==> src/rtl/arc4_encrypt.sv <==
// ARC4 encryptor: builds the cipher state in an external 256x8 S RAM from a
// 24-bit key, then streams a length-prefixed plaintext from pt RAM into a
// length-prefixed ciphertext in ct RAM. All RAMs have 1-cycle read latency.
`timescale 1ns/1ps
module arc4_encrypt (
  input  logic        clk,
  input  logic        rst_n,
  input  logic        en,
  output logic        rdy,
  input  logic [23:0] key,
  output logic [7:0]  s_addr,
  input  logic [7:0]  s_rddata,
  output logic [7:0]  s_wrdata,
  output logic        s_wren,
  output logic [7:0]  pt_addr,
  input  logic [7:0]  pt_rddata,
  output logic [7:0]  ct_addr,
  output logic [7:0]  ct_wrdata,
  output logic        ct_wren
);

  // RD* states put an address on the RAM, WAIT* states cover the read
  // latency, and the following state consumes the data.
  typedef enum logic [4:0] {
    ST_IDLE,
    ST_INIT,
    ST_K_RDI, ST_K_WAITI, ST_K_RDJ, ST_K_WAITJ, ST_K_WRI, ST_K_WRJ,
    ST_LEN,
    ST_P_RDI, ST_P_WAITI, ST_P_RDJ, ST_P_WAITJ, ST_P_WRI, ST_P_WRJ,
    ST_P_RDPAD, ST_P_WAITPAD, ST_P_XOR,
    ST_DONE
  } state_t;

  state_t      state_q;
  logic        rdy_q;
  logic [7:0]  s_addr_q, s_wrdata_q, pt_addr_q, ct_addr_q, ct_wrdata_q;
  logic        s_wren_q, ct_wren_q;
  logic [7:0]  i_q, j_q, k_q, len_q;
  logic [1:0]  kidx_q;
  logic [23:0] key_q;
  logic [7:0]  si_q, sj_q, ptb_q;

  logic [7:0]  kbyte_d, j_ksa_d, j_prga_d, i_inc_d, pad_addr_d;

  assign rdy       = rdy_q;
  assign s_addr    = s_addr_q;
  assign s_wrdata  = s_wrdata_q;
  assign s_wren    = s_wren_q;
  assign pt_addr   = pt_addr_q;
  assign ct_addr   = ct_addr_q;
  assign ct_wrdata = ct_wrdata_q;
  assign ct_wren   = ct_wren_q;

  // Index arithmetic shared by the KSA and PRGA steps (all sums wrap mod 256).
  always_comb begin
    kbyte_d = key_q[23:16];
    if (kidx_q == 2'd1)      kbyte_d = key_q[15:8];
    else if (kidx_q == 2'd2) kbyte_d = key_q[7:0];
    j_ksa_d    = j_q + s_rddata + kbyte_d;
    j_prga_d   = j_q + s_rddata;
    i_inc_d    = i_q + 8'd1;
    pad_addr_d = si_q + sj_q;
  end

  // Control FSM with registered memory-interface outputs.
  always_ff @(posedge clk) begin
    if (!rst_n) begin
      state_q   <= ST_IDLE;
      rdy_q     <= 1'b1;
      s_wren_q  <= 1'b0;
      ct_wren_q <= 1'b0;
      s_addr_q  <= 8'd0;
      pt_addr_q <= 8'd0;
      ct_addr_q <= 8'd0;
      i_q       <= 8'd0;
      j_q       <= 8'd0;
      k_q       <= 8'd0;
      len_q     <= 8'd0;
      kidx_q    <= 2'd0;
    end else begin
      case (state_q)
        ST_IDLE: begin
          if (en) begin
            key_q     <= key;
            rdy_q     <= 1'b0;
            i_q       <= 8'd0;
            j_q       <= 8'd0;
            kidx_q    <= 2'd0;
            // pt[0] is fetched now and stays on the read port until LEN.
            pt_addr_q <= 8'd0;
            state_q   <= ST_INIT;
          end
        end

        ST_INIT: begin
          s_addr_q   <= i_q;
          s_wrdata_q <= i_q;
          s_wren_q   <= 1'b1;
          i_q        <= i_inc_d;
          if (i_q == 8'hFF) state_q <= ST_K_RDI;
        end

        ST_K_RDI: begin
          s_wren_q <= 1'b0;
          s_addr_q <= i_q;
          state_q  <= ST_K_WAITI;
        end
        ST_K_WAITI: state_q <= ST_K_RDJ;
        ST_K_RDJ: begin
          si_q     <= s_rddata;
          j_q      <= j_ksa_d;
          s_addr_q <= j_ksa_d;
          kidx_q   <= (kidx_q == 2'd2) ? 2'd0 : kidx_q + 2'd1;
          state_q  <= ST_K_WAITJ;
        end
        ST_K_WAITJ: state_q <= ST_K_WRI;
        // s[j] was read before either write, so i==j writes the same byte twice.
        ST_K_WRI: begin
          sj_q       <= s_rddata;
          s_addr_q   <= i_q;
          s_wrdata_q <= s_rddata;
          s_wren_q   <= 1'b1;
          state_q    <= ST_K_WRJ;
        end
        ST_K_WRJ: begin
          s_addr_q   <= j_q;
          s_wrdata_q <= si_q;
          s_wren_q   <= 1'b1;
          i_q        <= i_inc_d;
          state_q    <= (i_q == 8'hFF) ? ST_LEN : ST_K_RDI;
        end

        ST_LEN: begin
          s_wren_q    <= 1'b0;
          len_q       <= pt_rddata;
          ct_addr_q   <= 8'd0;
          ct_wrdata_q <= pt_rddata;
          ct_wren_q   <= 1'b1;
          i_q         <= 8'd0;
          j_q         <= 8'd0;
          k_q         <= 8'd1;
          state_q     <= (pt_rddata == 8'd0) ? ST_DONE : ST_P_RDI;
        end

        ST_P_RDI: begin
          ct_wren_q <= 1'b0;
          s_wren_q  <= 1'b0;
          i_q       <= i_inc_d;
          s_addr_q  <= i_inc_d;
          pt_addr_q <= k_q;
          state_q   <= ST_P_WAITI;
        end
        ST_P_WAITI: state_q <= ST_P_RDJ;
        ST_P_RDJ: begin
          si_q     <= s_rddata;
          j_q      <= j_prga_d;
          s_addr_q <= j_prga_d;
          state_q  <= ST_P_WAITJ;
        end
        ST_P_WAITJ: begin
          ptb_q   <= pt_rddata;
          state_q <= ST_P_WRI;
        end
        ST_P_WRI: begin
          sj_q       <= s_rddata;
          s_addr_q   <= i_q;
          s_wrdata_q <= s_rddata;
          s_wren_q   <= 1'b1;
          state_q    <= ST_P_WRJ;
        end
        ST_P_WRJ: begin
          s_addr_q   <= j_q;
          s_wrdata_q <= si_q;
          s_wren_q   <= 1'b1;
          state_q    <= ST_P_RDPAD;
        end
        ST_P_RDPAD: begin
          s_wren_q <= 1'b0;
          s_addr_q <= pad_addr_d;
          state_q  <= ST_P_WAITPAD;
        end
        ST_P_WAITPAD: state_q <= ST_P_XOR;
        ST_P_XOR: begin
          ct_addr_q   <= k_q;
          ct_wrdata_q <= ptb_q ^ s_rddata;
          ct_wren_q   <= 1'b1;
          if (k_q == len_q) begin
            state_q <= ST_DONE;
          end else begin
            k_q     <= k_q + 8'd1;
            state_q <= ST_P_RDI;
          end
        end

        ST_DONE: begin
          s_wren_q  <= 1'b0;
          ct_wren_q <= 1'b0;
          rdy_q     <= 1'b1;
          state_q   <= ST_IDLE;
        end

        default: state_q <= ST_IDLE;
      endcase
    end
  end

endmodule
==> config.mk <==
export PLATFORM = sky130hd
export DESIGN_NAME = arc4_encrypt
export DESIGN_NICKNAME = d
export VERILOG_FILES = /design/src/rtl/arc4_encrypt.sv
export SDC_FILE = /design/constraint.sdc
export NUM_CORES = 1
export LEC_CHECK = 0
export BUFFER_PORTS_ARGS = -buffer_cell sky130_fd_sc_hd__buf_4
export CELL_PAD_IN_SITES_DETAIL_PLACEMENT = 0
export CELL_PAD_IN_SITES_GLOBAL_PLACEMENT = 2
export CORE_UTILIZATION = 37
export DETAILED_ROUTE_END_ITERATION = 8
export PLACE_DENSITY_LB_ADDON = 0.1
export SLEW_MARGIN = 10
export SYNTH_ARGS = -nofsm -noshare
export SYNTH_HDL_FRONTEND = slang
export SYNTH_SLANG_ARGS = --single-unit
==> constraint.sdc <==
create_clock -name clk -period 3.75 [get_ports clk]
set_clock_uncertainty 0.05 [all_clocks]
set_input_delay 0.375 -clock clk [delete_from_list [all_inputs] [get_ports clk]]
set_output_delay 0.375 -clock clk [all_outputs]
set_load 0.01 [all_outputs]
==> results of run 1 <==
==> cell usage after synthesis (all sizes together), types with 9 or more instances <==
cell type and number:
nand2 85, a21oi 69, dfxtp 66, edfxtp 64, nor2 51, o21ai 31
clkbuf 25, a22oi 23, ha 23, nand3 23, xnor2 23, xor2 20
buf 15, a21o 12, mux2i 12, nor2b 12, a211oi 11, nor3 9
==> worst max path at each step <==
stage	from	cells past startpoint	endpoint	slack, ns
global route	j_q[0]	12	s_addr[7]	0.40
finish	j_q[0]	12	s_addr[7]	0.68
floorplan	kidx_q[1]	12	s_addr[7]	0.67
CTS	j_q[0]	12	s_addr[7]	0.70
detailed placement	s_rddata[0]	13	s_addr[7]	0.48
global placement	s_rddata[0]	14	s_addr[7]	0.52
==> cell type report <==
class                      count  area [µm²]  area share (%)
sequential                   130        3240            40.2
multi-input combinational    497        3170            39.3
timing repair buffer         102         766            9.50
clock buffer                  17         425            5.28
tap                          225         282            3.49
clock inverter                15         149            1.85
inverter                       7        26.3           0.326
==> power groups by stage <==
stage	combinational, µW	clock (µW)	sequential, µW
3_5_place_dp	692	0	1700
4_1_cts	694	1650	1670
6_report	688	1620	1670
3_3_place_gp	686	0	1700
2_1_floorplan	481	0	1650
5_1_grt	771	1710	1680
==> metrics by stage <==
step | cells | utilization, %
after floorplan | 674 | -
after global placement | 961 | 43.1
after detailed placement | 961 | 43.1
after CTS | 993 | 46.4
after global routing | 993 | 46.4
final | 993 | 46.4
==> logic make-up after synthesis <==
group                    synth area share, %
AND/OR/NAND/NOR                         16.0
flip-flops                              49.1
XOR/XNOR                                5.70
multiplexers                            2.16
buffers and inverters                   3.01
adder cells (fa/ha/maj)                 5.26
AO/OA/AOI/OAI                           18.8
==> flip-flops by register name, indices dropped and copies added, names as in the netlist <==
| signal | cells |
|---|---|
| ct_addr | 8 |
| ct_wrdata | 8 |
| ct_wren | 1 |
| i_q | 8 |
| j_q | 8 |
| k_q | 8 |
| key_q | 24 |
| kidx_q | 2 |
| len_q | 8 |
| pt_addr | 8 |
| ptb_q | 8 |
| rdy | 1 |
| s_addr | 8 |
| s_wrdata | 8 |
| s_wren | 1 |
| si_q | 8 |
| sj_q | 8 |
| state_q | 5 |
==> metal layers <==
layer / global-route usage (%) / vias up / routed length (µm)
met1: 29.9 / 2494 / 8830
met4: 8.43 / 0 / 372
met5: 0 / - / 0
met2: 31.0 / 145 / 8190
met3: 3.78 / 17 / 804
li1: - / 2646 / -
==> reports/qor.csv, run 1 <==
stage;metric;value;unit
setup_path;Critical Path AT;3.33;ns
drt;DR vias/cell;5.34;
setup_path;Crit path buffers/inverters;0;
global_route;first-pass GRT wire length;28700;µm
drt;vias;5302;
floorplan;num rows;48;
placement;RD Place Congestion;0.885;
placement;post-place instance area;0.00749;mm²
drt;TritonRoute pass-1 iters;5;
hold_path;Hold Crit Class;in -> reg;
hold_path;HP Start;key[13];
layout;fin nets;824;
sta;hold slack;0.0783;ns
synthesis;syn_area_per_cell;9.81;µm²
synthesis;part of the Yosys area used for sequential elements;49.1;%
sta;# setup viols final;0;
floorplan;Initial Utilization;38.1;%
clocking;number of buffers created by CTS;17;
synthesis;ys async rst share;0;%
synthesis;most common flop cell mapped by yosys;dfxtp_1;
pwr;Clk pwr share;40.7;%
synthesis;Distinct cells, synth;66;
pwr;Power Total;3980;µW
sta;Period minus WS final;3.07;ns
sta;period utilization;82.0;%
hold_path;Worst Hold Path Cells;1;
layout;most common cell after layout, fill and taps aside;buf_4;
layout;post-layout instance area;0.00806;mm²
setup_path;crit-path cells;ha_1 > fa_1 > a21o_1 > a21oi_1 > xnor2_1 > ha_1 > a21oi_1 > o211ai_1 > a21o_1 > a31o_2 > mux2i_1 > a31oi_1;
layout;# diodes;0;
drt;Antenna Violating Nets Remaining;0;
clocking;CTS Root Cell;clkbuf_16;
clocking;post-cts sizing count;0;
floorplan;Die X;136;µm
clocking;Num Clock Sinks;130;
placement;detailed placement HPWL;13400;µm
setup_path;kind of critical path;reg -> reg;
clocking;H-tree depth;4;
layout;layout cell share with drive strength beyond 1;19.3;%
setup_path;startpoint class of the critical path;register;
clocking;Post-CTS Hold Fix Bufs;0;
sta;final setup TNS;0;ns
setup_path;CP top delay family;compound AO/OA/AOI/OAI gates;
sta;max-slew violation count;0;
pwr;Gate power share;17.3;%
drt;DR WL/cell;18.3;µm
sta;RSZ-0062 raised after global routing;no;
pwr;switch share;29.7;%
status;status;finished clean;
sta;final hold vios;0;
sta;Slew @ Worst Pin;0.862;ns
floorplan;core region area;0.0174;mm²
synthesis;Post-Synthesis Cells;674;
synthesis;Synth top area share;29.1;%
layout;# fillers;1660;
clocking;worst skew pair latency;0.42;ns
layout;most frequent cells in the layout;102 x buf_4, 85 x nand2_1, 67 x a21oi_1;
sta;setup ws final;0.675;ns
setup_path;Worst path slowest cell;fa_1;
clocking;CTS tree;built;
flow_run;max-cap violations;0;
layout;P&R area growth vs syn;22.0;%
setup_path;CP max stage delay;0.41;ns
placement;Place WS;0.477;ns
global_route;Global Route Usage Sum;21.0;%
pwr;Worst VDD drop;0.000332;V
setup_path;FF-to-FF setup slack;0.68;ns
hold_path;Hold Path End;key_q[13];
synthesis;Synth area leaders;edfxtp_1 29%, dfxtp_1 20%, a21oi_1 5.1%;
sta;worst rel slew slack;42.3;%
clocking;setup bufs post-CTS;0;
synthesis;Synth Cell Area;0.00661;mm²
synthesis;number of synthesized flops with an enable pin;64;
setup_path;CP max FO;4;
synthesis;FF+latch count, synth;130;
synthesis;synth warn;0;
floorplan;I/O Pins;86;
drt;DRC;0;
drt;DR iter-0 viols;402;
synthesis;Synth area leader;edfxtp_1;
global_route;Remaining Overflow, GRT;0;
drt;DRT Wirelength;18200;µm
clocking;Reg clk slew, reported paths;0.06;ns
global_route;antenna violations before repair;0;
pwr;P_leak;0.00309;µW
sta;f_max;0.325;GHz
placement;Port Buf Inserts;85;
pwr;net switching power;1180;µW
clocking;Max Root-Sink Buffers;2;
setup_path;crit end category;register;
global_route;vias in the first global route;5121;
setup_path;reg2reg start;j_q[0];
pwr;power per cell area;493;mW/mm²
pwr;Int Power;2800;µW
global_route;largest net degree at the start of global routing;30;
floorplan;die height;136;µm
setup_path;Critical Path RT;4.00;ns
synthesis;Mapped Nets;743;
setup_path;R2R cell count;12;
pwr;portion of total power attributed to sequential cells;41.9;%
setup_path;worst flop-to-flop path endpoint;s_addr[7];
floorplan;die footprint;0.0184;mm²
Power figures use the tool's default switching activity.
==> run 2, diff against run 1 <==
CORE_UTILIZATION = 33   (was 37)
clock period = 2.5 ns   (was 3.75 ns; I/O delays follow)
==> run 2 against run 1 <==
The run now ends with setup timing left. Register-to-register slack worse by 1.0 ns. Power increased by 57%. Critical endpoint unchanged. Combinational power rose by 93%. First-iteration DRC count increased by 11%. Non-clock buffer count grew 101. Critical path type unchanged. Sequential share of layout area down 4.7 points. Final cell count is 14% higher.
==> reports/qor.csv, run 2 (synthesized netlist as in run 1, its figures left out) <==
stage;metric;value;unit;change
setup_path;Critical Path RT;2.74;ns;-1.26 ns
setup_path;most common cell type on the critical path;a21o_1;;
sta;final hold vios;0;;unchanged
sta;Slew @ Worst Pin;0.666;ns;-0.196 ns
setup_path;CP max stage delay;0.33;ns;-0.08 ns
sta;hold slack;0.0330;ns;-0.0453 ns
drt;DRC;0;;unchanged
placement;Port Buf Inserts;85;;unchanged
global_route;vias in the first global route;5650;;+10%
clocking;CTS tree;built;;
setup_path;CP top delay family;compound AO/OA/AOI/OAI gates;;
layout;fin nets;925;;+12%
drt;Antenna Violating Nets Remaining;0;;unchanged
floorplan;I/O Pins;86;;unchanged
layout;Largest register FFs;24;;unchanged
floorplan;die footprint;0.0206;mm²;+12%
sta;worst rel slew slack;55.6;%;+13 points
floorplan;Die X;144;µm;+5.8%
layout;most common cell after layout, fill and taps aside;buf_4;;
layout;P&R area growth vs syn;38.1;%;
global_route;Remaining Overflow, GRT;0;;unchanged
clocking;Max Root-Sink Buffers;2;;unchanged
layout;Largest Register;key_q;;
sta;max-slew violation count;0;;unchanged
sta;# setup viols final;8;;+8
drt;TritonRoute pass-1 iters;5;;unchanged
floorplan;num rows;51;;+6.3%
flow_run;max-cap violations;0;;unchanged
setup_path;crit end category;register;;
clocking;Reg clk slew, reported paths;0.06;ns;about the same
global_route;largest net degree at the start of global routing;25;;-17%
placement;detailed placement HPWL;14700;µm;+9.0%
status;status;finished with violations;;
clocking;number of buffers created by CTS;17;;unchanged
setup_path;crit-path cells;ha_4 > fa_2 > a21o_1 > a21oi_4 > o21ai_2 > xor2_1 > ha_1 > o21ai_1 > nand2b_1 > a21o_1 > a31o_2 > mux2i_2 > a31oi_1;;
sta;Period minus WS final;2.85;ns;-0.227 ns
layout;Final Util;46.8;%;+0.31 points
hold_path;Hold Crit Class;in -> reg;;
drt;DR iter-0 viols;445;;+11%
layout;# diodes;0;;unchanged
pwr;power per cell area;685;mW/mm²;+39%
placement;RD Place Congestion;0.858;;-3.0%
drt;DR WL/cell;17.4;µm;-5.1%
pwr;P_leak;0.00361;µW;+17%
global_route;antenna violations before repair;0;;unchanged
sta;f_max;0.351;GHz;+8.0%
clocking;worst skew pair latency;0.42;ns;about the same
layout;most frequent cells in the layout;166 x buf_4, 85 x nand2_1, 64 x dfxtp_1, 64 x edfxtp_1, 61 x a21oi_1;;
layout;layout cell share with drive strength beyond 1;27.8;%;+8.6 points
setup_path;Crit path buffers/inverters;0;;unchanged
floorplan;die height;144;µm;+5.8%
pwr;Worst VDD drop;0.000422;V;+27%
status;failing checks;setup timing;;
floorplan;Initial Utilization;33.9;%;-4.2 points
setup_path;CP max FO;2;;-2
global_route;Global Route Usage Sum;20.1;%;-0.87 points
clocking;H-tree depth;4;;unchanged
sta;period utilization;114;%;+32 points
setup_path;Critical Path AT;3.09;ns;-0.24 ns
drt;DRT Wirelength;19700;µm;+8.4%
floorplan;core region area;0.0195;mm²;+13%
clocking;Num Clock Sinks;130;;unchanged
drt;DR vias/cell;5.06;;-5.2%
setup_path;kind of critical path;reg -> reg;;
clocking;CTS Root Cell;clkbuf_16;;
setup_path;Worst path slowest cell;dfxtp_2;;
global_route;first-pass GRT wire length;30800;µm;+7.3%
sta;RSZ-0062 raised after global routing;yes;;
drt;vias;5741;;+8.3%
setup_path;startpoint class of the critical path;register;;
sta;setup ws final;-0.348;ns;-1.02 ns
==> run 2: power by group <==
part           switching, µW  internal [µW]
Combinational            724            605
Sequential              98.2           2370
Clock                   1050           1400
Total                   1870           4380
==> run 2: timing repair <==
| action | 4_1_cts | 5_1_grt |
|---|---|---|
| pin swaps | 9 | 17 |
| gates resized for setup | 9 | 16 |
| hold endpoints to repair | 32 | 0 |
| endpoints found under the setup margin | 9 | 11 |
| hold buffers | 32 | 0 |
| setup buffers | 2 | 1 |
==> run 2: metrics by stage <==
step	cell area [µm²]	setup WS (ns)	setup TNS [ns]	instances	power, µW
CTS	9040	-0.354	-1.87	1133	6260
floorplan	6660	-0.176	-0.334	674	3210
global placement	8100	-0.376	-2.36	1067	3740
global route	9130	-0.523	-2.80	1134	6540
finish	9130	-0.348	-1.59	1134	6250
detailed placement	8100	-0.445	-2.73	1067	3750
==> run 2: metal layers <==
| layer | share of wire (%) | GRT usage (%) | up-vias |
|---|---|---|---|
| met5 | 0 | 0 | - |
| met4 | 1.6 | 6.49 | 0 |
| met3 | 5.1 | 3.93 | 17 |
| met2 | 45 | 30.3 | 163 |
| met1 | 49 | 28.6 | 2719 |
| li1 | - | - | 2842 |
==> run 2: final cells by class <==
class | count | area, µm²
fill | 1903 | 10400
sequential | 130 | 3250
timing repair buffer | 203 | 1650
clock inverter | 14 | 143
multi-input combinational | 497 | 3300
tap | 265 | 332
clock buffer | 18 | 429
inverter | 7 | 26.3
==> run 2: worst paths after layout <==
path               start        end  slack [ns]  cells after the start
min          s_rddata[7]    si_q[7]        0.03                      1
max               j_q[0]  s_addr[7]       -0.35                     13
min reg2reg     len_q[5]   len_q[5]        0.43                      2
max reg2reg       j_q[0]  s_addr[7]       -0.35                     13
